`src/rtl/sync_ram_pkg.sv`:
```
// sync_ram_pkg
//   Shared constants for the single-port synchronous RAM.
//   DEFAULT_DATA_WIDTH : default word width in bits
//   DEFAULT_ADDR_WIDTH : default address width in bits
//   depth_of()         : number of words addressable by a given address width
package sync_ram_pkg;

  localparam int unsigned DEFAULT_DATA_WIDTH = 8;
  localparam int unsigned DEFAULT_ADDR_WIDTH = 4;

  function automatic int unsigned depth_of(input int unsigned aw);
    return 32'd1 << aw;
  endfunction

  localparam int unsigned DEFAULT_DEPTH = depth_of(DEFAULT_ADDR_WIDTH);

endpackage

```
`src/rtl/sync_ram_word.sv`:
```
// sync_ram_word
//   One storage word of the RAM: a DATA_WIDTH register with write enable,
//   cleared by the asynchronous active-low reset.
//   i_clk   : clock, rising edge
//   i_rst_n : asynchronous active-low reset
//   i_we    : load i_din on this edge
//   i_din   : write data
//   o_q     : stored word
module sync_ram_word #(
  parameter int unsigned DATA_WIDTH = 8
) (
  input  logic                  i_clk,
  input  logic                  i_rst_n,
  input  logic                  i_we,
  input  logic [DATA_WIDTH-1:0] i_din,
  output logic [DATA_WIDTH-1:0] o_q
);

  logic [DATA_WIDTH-1:0] r_q;

  always_ff @(posedge i_clk or negedge i_rst_n) begin
    if (!i_rst_n) begin
      r_q <= '0;
    end else if (i_we) begin
      r_q <= i_din;
    end
  end

  assign o_q = r_q;

endmodule

```
`src/rtl/sync_ram.sv`:
```
// sync_ram
//   Single-port synchronous RAM, flop based, 2**ADDR_WIDTH words, cleared by
//   reset. One address serves both read and write; read data is registered
//   (1-cycle latency) and read-during-write to the same address is read-first.
//   clk   : clock, rising edge
//   rst_n : asynchronous active-low reset (clears dout and every word)
//   we    : write din to mem[addr] on this edge
//   addr  : word address for read and write
//   din   : write data
//   dout  : registered read data, mem[addr] as it was before this edge
module sync_ram
  import sync_ram_pkg::*;
#(
  parameter int unsigned DATA_WIDTH = DEFAULT_DATA_WIDTH,
  parameter int unsigned ADDR_WIDTH = DEFAULT_ADDR_WIDTH
) (
  input  logic                  clk,
  input  logic                  rst_n,
  input  logic                  we,
  input  logic [ADDR_WIDTH-1:0] addr,
  input  logic [DATA_WIDTH-1:0] din,
  output logic [DATA_WIDTH-1:0] dout
);

  localparam int unsigned DEPTH = depth_of(ADDR_WIDTH);

  logic [DATA_WIDTH-1:0] w_word [DEPTH];
  logic [DEPTH-1:0]      w_word_we;
  logic [DATA_WIDTH-1:0] w_rd_data;
  logic [DATA_WIDTH-1:0] r_dout;

  for (genvar g = 0; g < DEPTH; g++) begin : g_word
    assign w_word_we[g] = we && (addr == ADDR_WIDTH'(g));

    sync_ram_word #(
      .DATA_WIDTH (DATA_WIDTH)
    ) u_word (
      .i_clk   (clk),
      .i_rst_n (rst_n),
      .i_we    (w_word_we[g]),
      .i_din   (din),
      .o_q     (w_word[g])
    );
  end

  // The mux sees the word contents before this edge's write lands, which is
  // what makes a same-address read-during-write return the old data.
  assign w_rd_data = w_word[addr];

  always_ff @(posedge clk or negedge rst_n) begin
    if (!rst_n) begin
      r_dout <= '0;
    end else begin
      r_dout <= w_rd_data;
    end
  end

  assign dout = r_dout;

endmodule

```
`config.mk`:
```
export PLATFORM = sky130hd
export DESIGN_NAME = sync_ram
export DESIGN_NICKNAME = d
export VERILOG_FILES = /design/src/rtl/sync_ram_pkg.sv /design/src/rtl/sync_ram_word.sv /design/src/rtl/sync_ram.sv
export SDC_FILE = /design/constraint.sdc
export NUM_CORES = 1
export LEC_CHECK = 0
export CAP_MARGIN = 20
export CORE_MARGIN = 2
export CORE_UTILIZATION = 60
export DETAILED_ROUTE_END_ITERATION = 10
export GPL_TIMING_DRIVEN = 0
export HOLD_SLACK_MARGIN = 0.05
export MAX_ROUTING_LAYER = met4
export PLACE_DENSITY = 0.79
export SLEW_MARGIN = 15
export SYNTH_ARGS = -nofsm -noshare
export SYNTH_HDL_FRONTEND = slang
export SYNTH_SLANG_ARGS = --single-unit
```
`constraint.sdc`:
```
create_clock -name clk -period 1.3 [get_ports clk]
set_input_delay 0.13 -clock clk [delete_from_list [all_inputs] [get_ports clk]]
set_output_delay 0.13 -clock clk [all_outputs]
set_load 0.005 [all_outputs]
```
==> After elaboration in Yosys (flattened, before gate mapping) <==
Index checks and enable logic that the tools add are counted.
W data, S select, Z words.
{ "word_totals": {"elab_cells": 54, "out_inout_bits": 8, "in_bits": 15, "register_bits": 136} }
{ "op_classes": {"n_bitwise": 1, "reduce_logical": 17, "n_lt_le_gt_ge": 1, "mux": 3, "eq_ne": 15} }
{ "op_table": {"columns": ["operator", "n"], "rows": [
  ["$bmux W8 S4", 1],
  ["$eq A4 B4 Y1 const B", 8],
  ["$eq A4 B3 Y1 const B", 4],
  ["$logic_and A1 B1 Y1", 16],
  ["$mux W8", 2],
  ["$eq A4 B2 Y1 const B", 2],
  ["$ge A5 B5 Y1 const B", 1],
  ["$not A4 Y5", 1],
  ["$eq A4 B1 Y1 const B", 1],
  ["$logic_not A4 Y1", 1]
]} }

==> Depth between registers and ports, before layout <==
{ "logic_depth": {"ltp_word": 4, "mapped_depth": 5, "mapped_depth_nobuf": 3} }

==> Modules after synthesis <==
From an unflattened synthesis, not the netlist that was laid out.
{ "hier_totals": {"cells_unflattened": 374, "area_unflattened_um2": 6568.8} }
{ "by_module_without_submodules": {"columns": ["module", "cells_each", "instances", "area_each_um2", "seq_area_each_um2"], "rows": [
  ["sync_ram_word", 17, 16, 331.6, 200.2],
  ["sync_ram", 102, 1, 1263.7, 200.2]
]} }

==> Least setup slack after synthesis <==
No wires, ideal clock.
{ "synth_timing": {"path_type": "in2reg", "start": "input addr[0]", "end": "register r_dout[1], in the netlist dout[1]", "path_buffers": 2, "t_required_ps": 1176, "cell_stages": 5, "t_arrival_ps": 1199, "setup_slack_ps": -23, "setup_ps": 124, "path_cell_list": "buf_6 > buf_4 > mux4_2 > a22oi_1 > nand2_1"} }
{ "synth_between": {"elab_chain_len": 4} }
{ "synth_rtl": {"columns": ["element", "line", "text"], "rows": [
  ["start, declared", "sync_ram.sv:20", "input logic [ADDR_WIDTH-1:0] addr,"],
  ["$not A4 Y5 (not written as such)", "sync_ram.sv:48", "assign w_rd_data = w_word[addr];"],
  ["$bmux W8 S4", "sync_ram.sv:48", null],
  ["$mux W8 (not written as such) (2 in a row)", "sync_ram.sv:48", null],
  ["via w_rd_data[1]", "sync_ram.sv:29", "logic [DATA_WIDTH-1:0] w_rd_data;"],
  ["end signal, assigned", "sync_ram.sv:54", "r_dout <= w_rd_data;"],
  ["end, declared", "sync_ram.sv:30", "logic [DATA_WIDTH-1:0] r_dout;"]
]} }
The timed path passes the listed nets, and every way through them passes these cells. The select of a mux whose other input is x is not followed.
A chain may end at the register's enable or synchronous reset.

==> Final worst setup path <==
{ "layout_timing": {"start": "register g_word[10].u_word.r_q[1]", "end": "register r_dout[1], in the netlist dout[1]"} }
{ "layout_between": {"elab_chain_len": 3} }
{ "layout_rtl": {"columns": ["element", "line", "text"], "rows": [
  ["start, declared", "sync_ram_word.sv:19", "logic [DATA_WIDTH-1:0] r_q;"],
  ["start signal, assigned", "sync_ram_word.sv:25", "r_q <= i_din;"],
  ["$bmux W8 S4", "sync_ram.sv:48", null],
  ["$mux W8 (not written as such) (2 in a row)", "sync_ram.sv:48", null],
  ["via w_rd_data[1]", "sync_ram.sv:29", null]
]} }
The timed path passes the listed nets, and every way through them passes these cells. The select of a mux whose other input is x is not followed.

==> results.py <==
metrics = {
    "timing": {
        "report.final.setup_viol": 2,
        "final_max_slew_viol_count": 0,
        "final.period_utilization_pct": 101,
        "finalWorstPathRequiredPeriod_ns": 1.31,
        "clock_skew_ns": 0.00504,
        "final_ws_setup_ns": -0.0106,
        "rsz0062_at_grt": "true",
        "timing_hold_violations_final": 0,
        "clock.fmax_mhz": 763,
        "fin_hold_ws_ns": 0.187,
        "max_slew_margin_pct": 54.1,
        "worstMarginPinSlew_ns": 0.686,
        "fin_tns_setup_ns": -0.0124,
    },
    "power_and_ir_drop": {
        "pwr-share-clk_pct": 38.9,
        "power_frac_comb_pct": 16.5,
        "ir_drop_mv": 1.06,
        "seq_power_share_pct": 44.5,
        "p_int_mw": 9.81,
        "total_power_mw": 12.8,
        "reported_net_switching_power_mw": 3.01,
        "switching_share_pct": 23.5,
        "power.static_leakage_nw": 3.21,
        "cell_area_power_density_mw_per_mm2": 1710,
    },
    "clock_network": {
        "cts_inserted_buffers": 17,
        "tritoncts": "yes",
        "cts_max_path_buffers": 2,
        "cts.htree.levels": 4,
        "cts_num_sinks": 136,
        "clock-root-buffer": "clkbuf_8",
        "cts.clk_slew.worst_paths_ns": 0.06,
        "clock_latency_at_the_later_pin_of_the_worst_skew_pair_ns": 0.52,
    },
    "worst_setup_path": {
        "timing.setup.critical_path_class": "reg -> reg",
        "crit_path_max_fanout": 2,
        "critical_path.startpoint_type": "flip-flop",
        "critical_path.max_stage_delay_ns": 0.48,
        "timing.critical_path.required_ns": 1.70,
        "end_kind": "flip-flop",
        "worst-endpoint-arrival_ns": 1.71,
        "timing.critical_path.slowest_stage_cell": "mux4_2",
        "crit_path_cell_trace": "mux4_2 -> a22oi_2 -> nand2_1",
    },
    "detailed_routing": {
        "route.detailed.drc": 0,
        "drt_pass1_iterations": 4,
        "via_count": 3528,
        "postRouteAntennaNets": 0,
        "detailedRoute.firstIterationViolations": 222,
        "detail_route.wirelength_mm": 12.9,
        "wl_per_cell_microns": 22.4,
        "via_per_inst": 6.11,
    },
    "synthesis": {
        "yosys_warnings": 0,
        "mean_instance_size_in_the_synthesized_netlist_sq_um": 16.2,
        "netlist_area_sq_mm": 0.00604,
        "synth_nets": 388,
        "synth_cells": 373,
        "postSynthRegisterBits": 136,
        "synth_seq_area_share_pct": 56.4,
        "netlist-cell-type-count": 23,
    },
    "die": {
        "initial_core_util_pct": 61.8,
        "coreArea_sq_mm": 0.00977,
        "die_h_microns": 104,
        "floorplan.rows": 36,
        "fp.dieW_microns": 104,
        "floorplan.io_pins": 23,
        "die_area_sq_mm": 0.0109,
    },
    "outcome": {
        "failed_checks": "negative setup slack",
        "run_status": "finished, violations left",
    },
    "placement": {
        "dpl.hpwl_mm": 8.07,
        "gp_congestion": 0.829,
        "dp_worst_setup_slack_ns": -1.14,
        "place.port_buffers": 22,
    },
    "global_routing": {
        "first_global_vias": 3827,
        "wire_length_of_the_first_global_routing_pass_mm": 21.4,
        "grt_max_degree": 70,
        "overflow": 0,
        "groute.usage.overall_pct": 27.1,
        "number_of_antenna_violations_at_the_first_check_in_global_routing": 0,
    },
    "cells_and_area": {
        "fin_util_pct": 76.7,
        "area.growth.synth_to_final_pct": 24.1,
        "final_layout_size_suffix_gt1_share_pct": 48.2,
        "net_total_in_the_final_layout": 446,
        "diodes": 0,
    },
    "job": {
        "max_cap_viol_count": 0,
    },
    "min_path": {
        "hold_path.class": "in -> async",
    },
}
==> Yosys cell counts <==
library cell / n / area (sq um)
mux2_1: 31 / 349
a22oi_1: 16 / 120
nor2b_1: 1 / 6.26
and2b_2: 2 / 17.5
dfrtp_1: 136 / 3400
mux4_2: 32 / 721
buf_6: 4 / 45.0
buf_4: 3 / 22.5
clkbuf_2: 1 / 5.00
nand3_1: 1 / 5.00
nand2_1: 10 / 37.5
mux2_2: 96 / 1080
buf_2: 6 / 30.0
nor2_1: 2 / 7.51
clkbuf_1: 10 / 37.5
and2_2: 1 / 7.51
mux2_4: 1 / 15.0
nand2b_1: 4 / 25.0
nor2_2: 9 / 56.3
nor3b_1: 1 / 7.51
buf_1: 1 / 3.75
nand3b_1: 2 / 15.0
or3_1: 3 / 18.8
==> worst max-delay path: cells and delay by family (launching register included) <==
kind            cells  cell delay, ns
flops               1            0.38
mux                 1            0.48
compound gates      1            0.24
simple gates        1            0.08
==> through the flow <==
stage               instances  instance area, sq um
floorplan                 373                  6040
global placement          528                  6430
detailed placement        529                  6460
CTS                       575                  7450
global route              577                  7490
finish                    577                  7490
==> logic make-up after synthesis <==
kind of cell,share of synthesized area [%]
compound gates,1.99
buf+inv,2.38
simple gates,3.38
flops,56.4
mux,35.9
==> final timing paths <==
| path | slack, ns | start | cells after the start | endpoint |
|---|---|---|---|---|
| max | -0.01 | g_word[10].u_word.o_q[1] | 3 | dout[1] |
| min | 0.19 | rst_n | 2 | g_word[6].u_word.o_q[6] |
| max reg2reg | -0.01 | g_word[10].u_word.o_q[1] | 3 | dout[1] |
| min reg2reg | 0.49 | g_word[3].u_word.o_q[4] | 1 | g_word[3].u_word.o_q[4] |
| max in group asynchronous | 0.36 | rst_n | 3 | g_word[0].u_word.o_q[4] |
| min in group clk | 0.31 | we | 4 | g_word[13].u_word.o_q[0] |
==> metal layers <==
| metal | vias up | routed length (microns) | GRT usage (%) |
|---|---|---|---|
| met3 | 19 | 596 | 6.20 |
| li1 | 1507 | - | - |
| met5 | - | 0 | - |
| met4 | 0 | 180 | 8.98 |
| met1 | 1922 | 5660 | 37.5 |
| met2 | 80 | 6510 | 40.3 |
==> flip-flops by register name (all words and copies together) (netlist names) <==
signal,flops
g_word.u_word.o_q,128
dout,8
==> power groups by stage <==
| stage | Clock (mW) | Combinational [mW] | Sequential [mW] |
|---|---|---|---|
| 2_1_floorplan | 0 | 1.45 | 5.60 |
| 3_3_place_gp | 0 | 1.91 | 5.69 |
| 3_5_place_dp | 0 | 1.99 | 5.75 |
| 4_1_cts | 5.03 | 2.09 | 5.70 |
| 5_1_grt | 5.22 | 2.29 | 5.82 |
| 6_report | 4.99 | 2.12 | 5.71 |
==> cell type report <==
cell class / count / area [sq um]
tap: 133 / 166
fill: 556 / 2280
multi-input combinational: 212 / 2620
sequential: 136 / 3400
buffer: 25 / 228
clock buffer: 25 / 474
clock inverter: 7 / 140
timing repair buffer: 39 / 464
==> placed cells by master (no fill, tap or decap), drive strengths merged, types with 3 or more instances in the layout <==
| cell | synthesis | layout |
|---|---|---|
| a22oi | 16 | 16 |
| buf | 14 | 31 |
| bufinv | 0 | 4 |
| clkbuf | 11 | 36 |
| clkdlybuf4s15 | 0 | 3 |
| clkdlybuf4s50 | 0 | 8 |
| dfrtp | 136 | 136 |
| dlygate4sd2 | 0 | 8 |
| mux2 | 128 | 128 |
| mux4 | 32 | 32 |
| nand2 | 10 | 10 |
| nand2b | 4 | 4 |
| nor2 | 11 | 11 |
| or3 | 3 | 3 |
==> timing repair <==
action                                  4_1_cts  5_1_grt
gates cloned                                  0        1
pin swaps                                     8        4
gates resized for setup                      54        7
hold buffers                                  1        0
endpoints found under the setup margin      136       72
hold endpoints to repair                     68        0
buffers inserted                             13        1
No activity file was read; power rests on OpenSTA's default activity.
==> variant: new RTL, same flow settings <==
Change the package constant `DEFAULT_DATA_WIDTH` from 8 to 6.
--- a/src/rtl/sync_ram_pkg.sv
+++ b/src/rtl/sync_ram_pkg.sv
@@ -7,3 +7,3 @@
 
-  localparam int unsigned DEFAULT_DATA_WIDTH = 8;
+  localparam int unsigned DEFAULT_DATA_WIDTH = 6;
   localparam int unsigned DEFAULT_ADDR_WIDTH = 4;
Interface: changed (resized din and dout); port bits go from 23 to 19. The function was not compared with the original's and may differ.
==> variant against the original RTL <==
The run still ends with setup timing left. Total power fell by 40%. Area after synthesis is 24% lower. Critical path depth unchanged. Sequential cell count shrank 34. Sequential power decreased by 25%. Cell area is 28% lower. Via count fell by 25%. Final cell count down 25%. Sequential share of layout area rose by 1.8 points. Largest cell class unchanged. Wire length is 23% lower. First-iteration DRC count is 24% lower. Worst setup slack worse by 4.7 ps. Fmax shrank 0.36%.
==> variant: results (changes against the original RTL) <==
\begin{tabular}{lr}
\hline
Metric & Value \\
\hline
\multicolumn{2}{l}{\textbf{Yosys}} \\
Share of the yosys chip area belonging to registers & 55.4\% (was 56.4\%) \\
Number of different library cells in the post-synthesis netlist & 21 (was 23) \\
Most frequent cells after synthesis & sky130\_fd\_sc\_hd\_\_dfrtp\_1, sky130\_fd\_sc\_hd\_\_mux2\_2, sky130\_fd\_sc\_hd\_\_mux4\_1 (was sky130\_fd\_sc\_hd\_\_dfrtp\_1, sky130\_fd\_sc\_hd\_\_mux2\_2, sky130\_fd\_sc\_hd\_\_mux4\_2) \\
Post-Synthesis Net Count & 300 (was 388) \\
\multicolumn{2}{l}{\textbf{Clock tree}} \\
TritonCTS Buffers & 9 (was 17) \\
Clk\_lat worst skew & 360 ps (was 520 ps) \\
Number of H-tree levels & 3 (was 4) \\
Clock-pin transition on the worst setup and hold timing paths & 90 ps (was 60 ps) \\
\multicolumn{2}{l}{\textbf{Power}} \\
Leak & 2.30 nW (was 3.21 nW) \\
Peak supply drop & 0.829 mV (was 1.06 mV) \\
\multicolumn{2}{l}{\textbf{Cells and area}} \\
FILL cells & 448 (was 556) \\
Number of flip-flops in the largest register & 96 (was 128) \\
Post-layout nets & 341 (was 446) \\
Share of layout cells above drive strength 1 & 55.1\% (was 48.2\%) \\
\multicolumn{2}{l}{\textbf{Critical path}} \\
Launching point of the worst reg2reg path & g\_word[2].u\_word.o\_q[5] (was g\_word[10].u\_word.o\_q[1]) \\
Largest stage delay, worst path & 500 ps (was 480 ps) \\
Destination of the worst register-to-register timing path & dout[5] (was dout[1]) \\
Arrival time of data at the critical path endpoint & 1570 ps (was 1710 ps) \\
\multicolumn{2}{l}{\textbf{STA}} \\
Final Skew & 11.5 ps (was 5.04 ps) \\
Setup-failing EPs final & 1 (was 2) \\
Setup TNS Final & -15.3 ps (was -12.4 ps) \\
Final setup margin & -15.3 ps (was -10.6 ps) \\
\multicolumn{2}{l}{\textbf{Detailed routing}} \\
Detailed-route via count & 2660 (was 3528) \\
Routed WL & 9980 µm (was 12900 µm) \\
Number of vias per cell after detailed routing & 6.17 (was 6.11) \\
\multicolumn{2}{l}{\textbf{Place}} \\
HPWL Detailed & 6230 µm (was 8070 µm) \\
Quantity of I/O buffers inserted on ports & 18 (was 22) \\
Dpl cells & 405 (was 529) \\
\multicolumn{2}{l}{\textbf{GRT}} \\
Met1 track utilization from global routing & 35.9\% (was 37.5\%) \\
Largest net degree at the start of global routing & 55 (was 70) \\
Wire length of the first global-routing pass & 15900 µm (was 21400 µm) \\
\multicolumn{2}{l}{\textbf{Run status}} \\
Run status & finished, violations left (unchanged) \\
Violated checks & setup timing (unchanged) \\
\hline
\end{tabular}
## variant: power by group
group	internal (W)	total (W)	switching, W	leakage (nW)
combinational	0.00106	0.00169	0.000631	0.977
clock	0.000689	0.00173	0.00104	0.0748
sequential	0.00391	0.00426	0.000351	1.25
total	0.00566	0.00768	0.00202	2.30
## variant: layout make-up
type / count / area share [%]
Buffer: 16 / 2.69
Clock buffer: 10 / 2.36
Clock inverter: 5 / 0.672
Multi-Input combinational cell: 166 / 37.8
Sequential cell: 102 / 47.3
Tap cell: 99 / 2.29
Timing Repair Buffer: 33 / 6.95
## variant: layer usage
layer / up-vias / wire length (µm)
li1: 1154 / -
met1: 1411 / 4380
met2: 71 / 4900
met3: 24 / 423
met4: 0 / 273
met5: - / 0
## variant: how the worst max path moves through the flow
stage,end,startpoint,cells after the start
after floorplan,dout[2],addr[0],5
after global placement,g_word[0].u_word.o_q[5],rst_n,1
after detailed placement,dout[1],addr[1],6
after CTS,dout[5],g_word[2].u_word.o_q[5],3
after global routing,dout[5],g_word[2].u_word.o_q[5],3
final,dout[5],g_word[2].u_word.o_q[5],3
## variant: timing repair
action | in CTS | in global routing
gates resized for setup | 65 | 10
endpoints found under the setup margin | 108 | 28
setup buffers | 8 | 1
pin swaps | 6 | 3
hold buffers | 1 | 0
cloned | 4 | 0
hold endpoints to repair | 48 | 0
## variant: kinds of logic after synthesis
group | Yosys count | share of synthesized area [%]
flops | 102 | 55.4
buf+inv | 19 | 2.53
compound gates | 12 | 1.96
simple gates | 34 | 3.67
mux | 120 | 36.4
## variant: metrics by stage
stage | area [µm²] | setup WS [ps]
after floorplan | 4610 | 22.0
after global placement | 4910 | -3570
after detailed placement | 4940 | -786
after CTS | 5380 | -12.3
after global routing | 5400 | -80.3
final | 5400 | -15.3
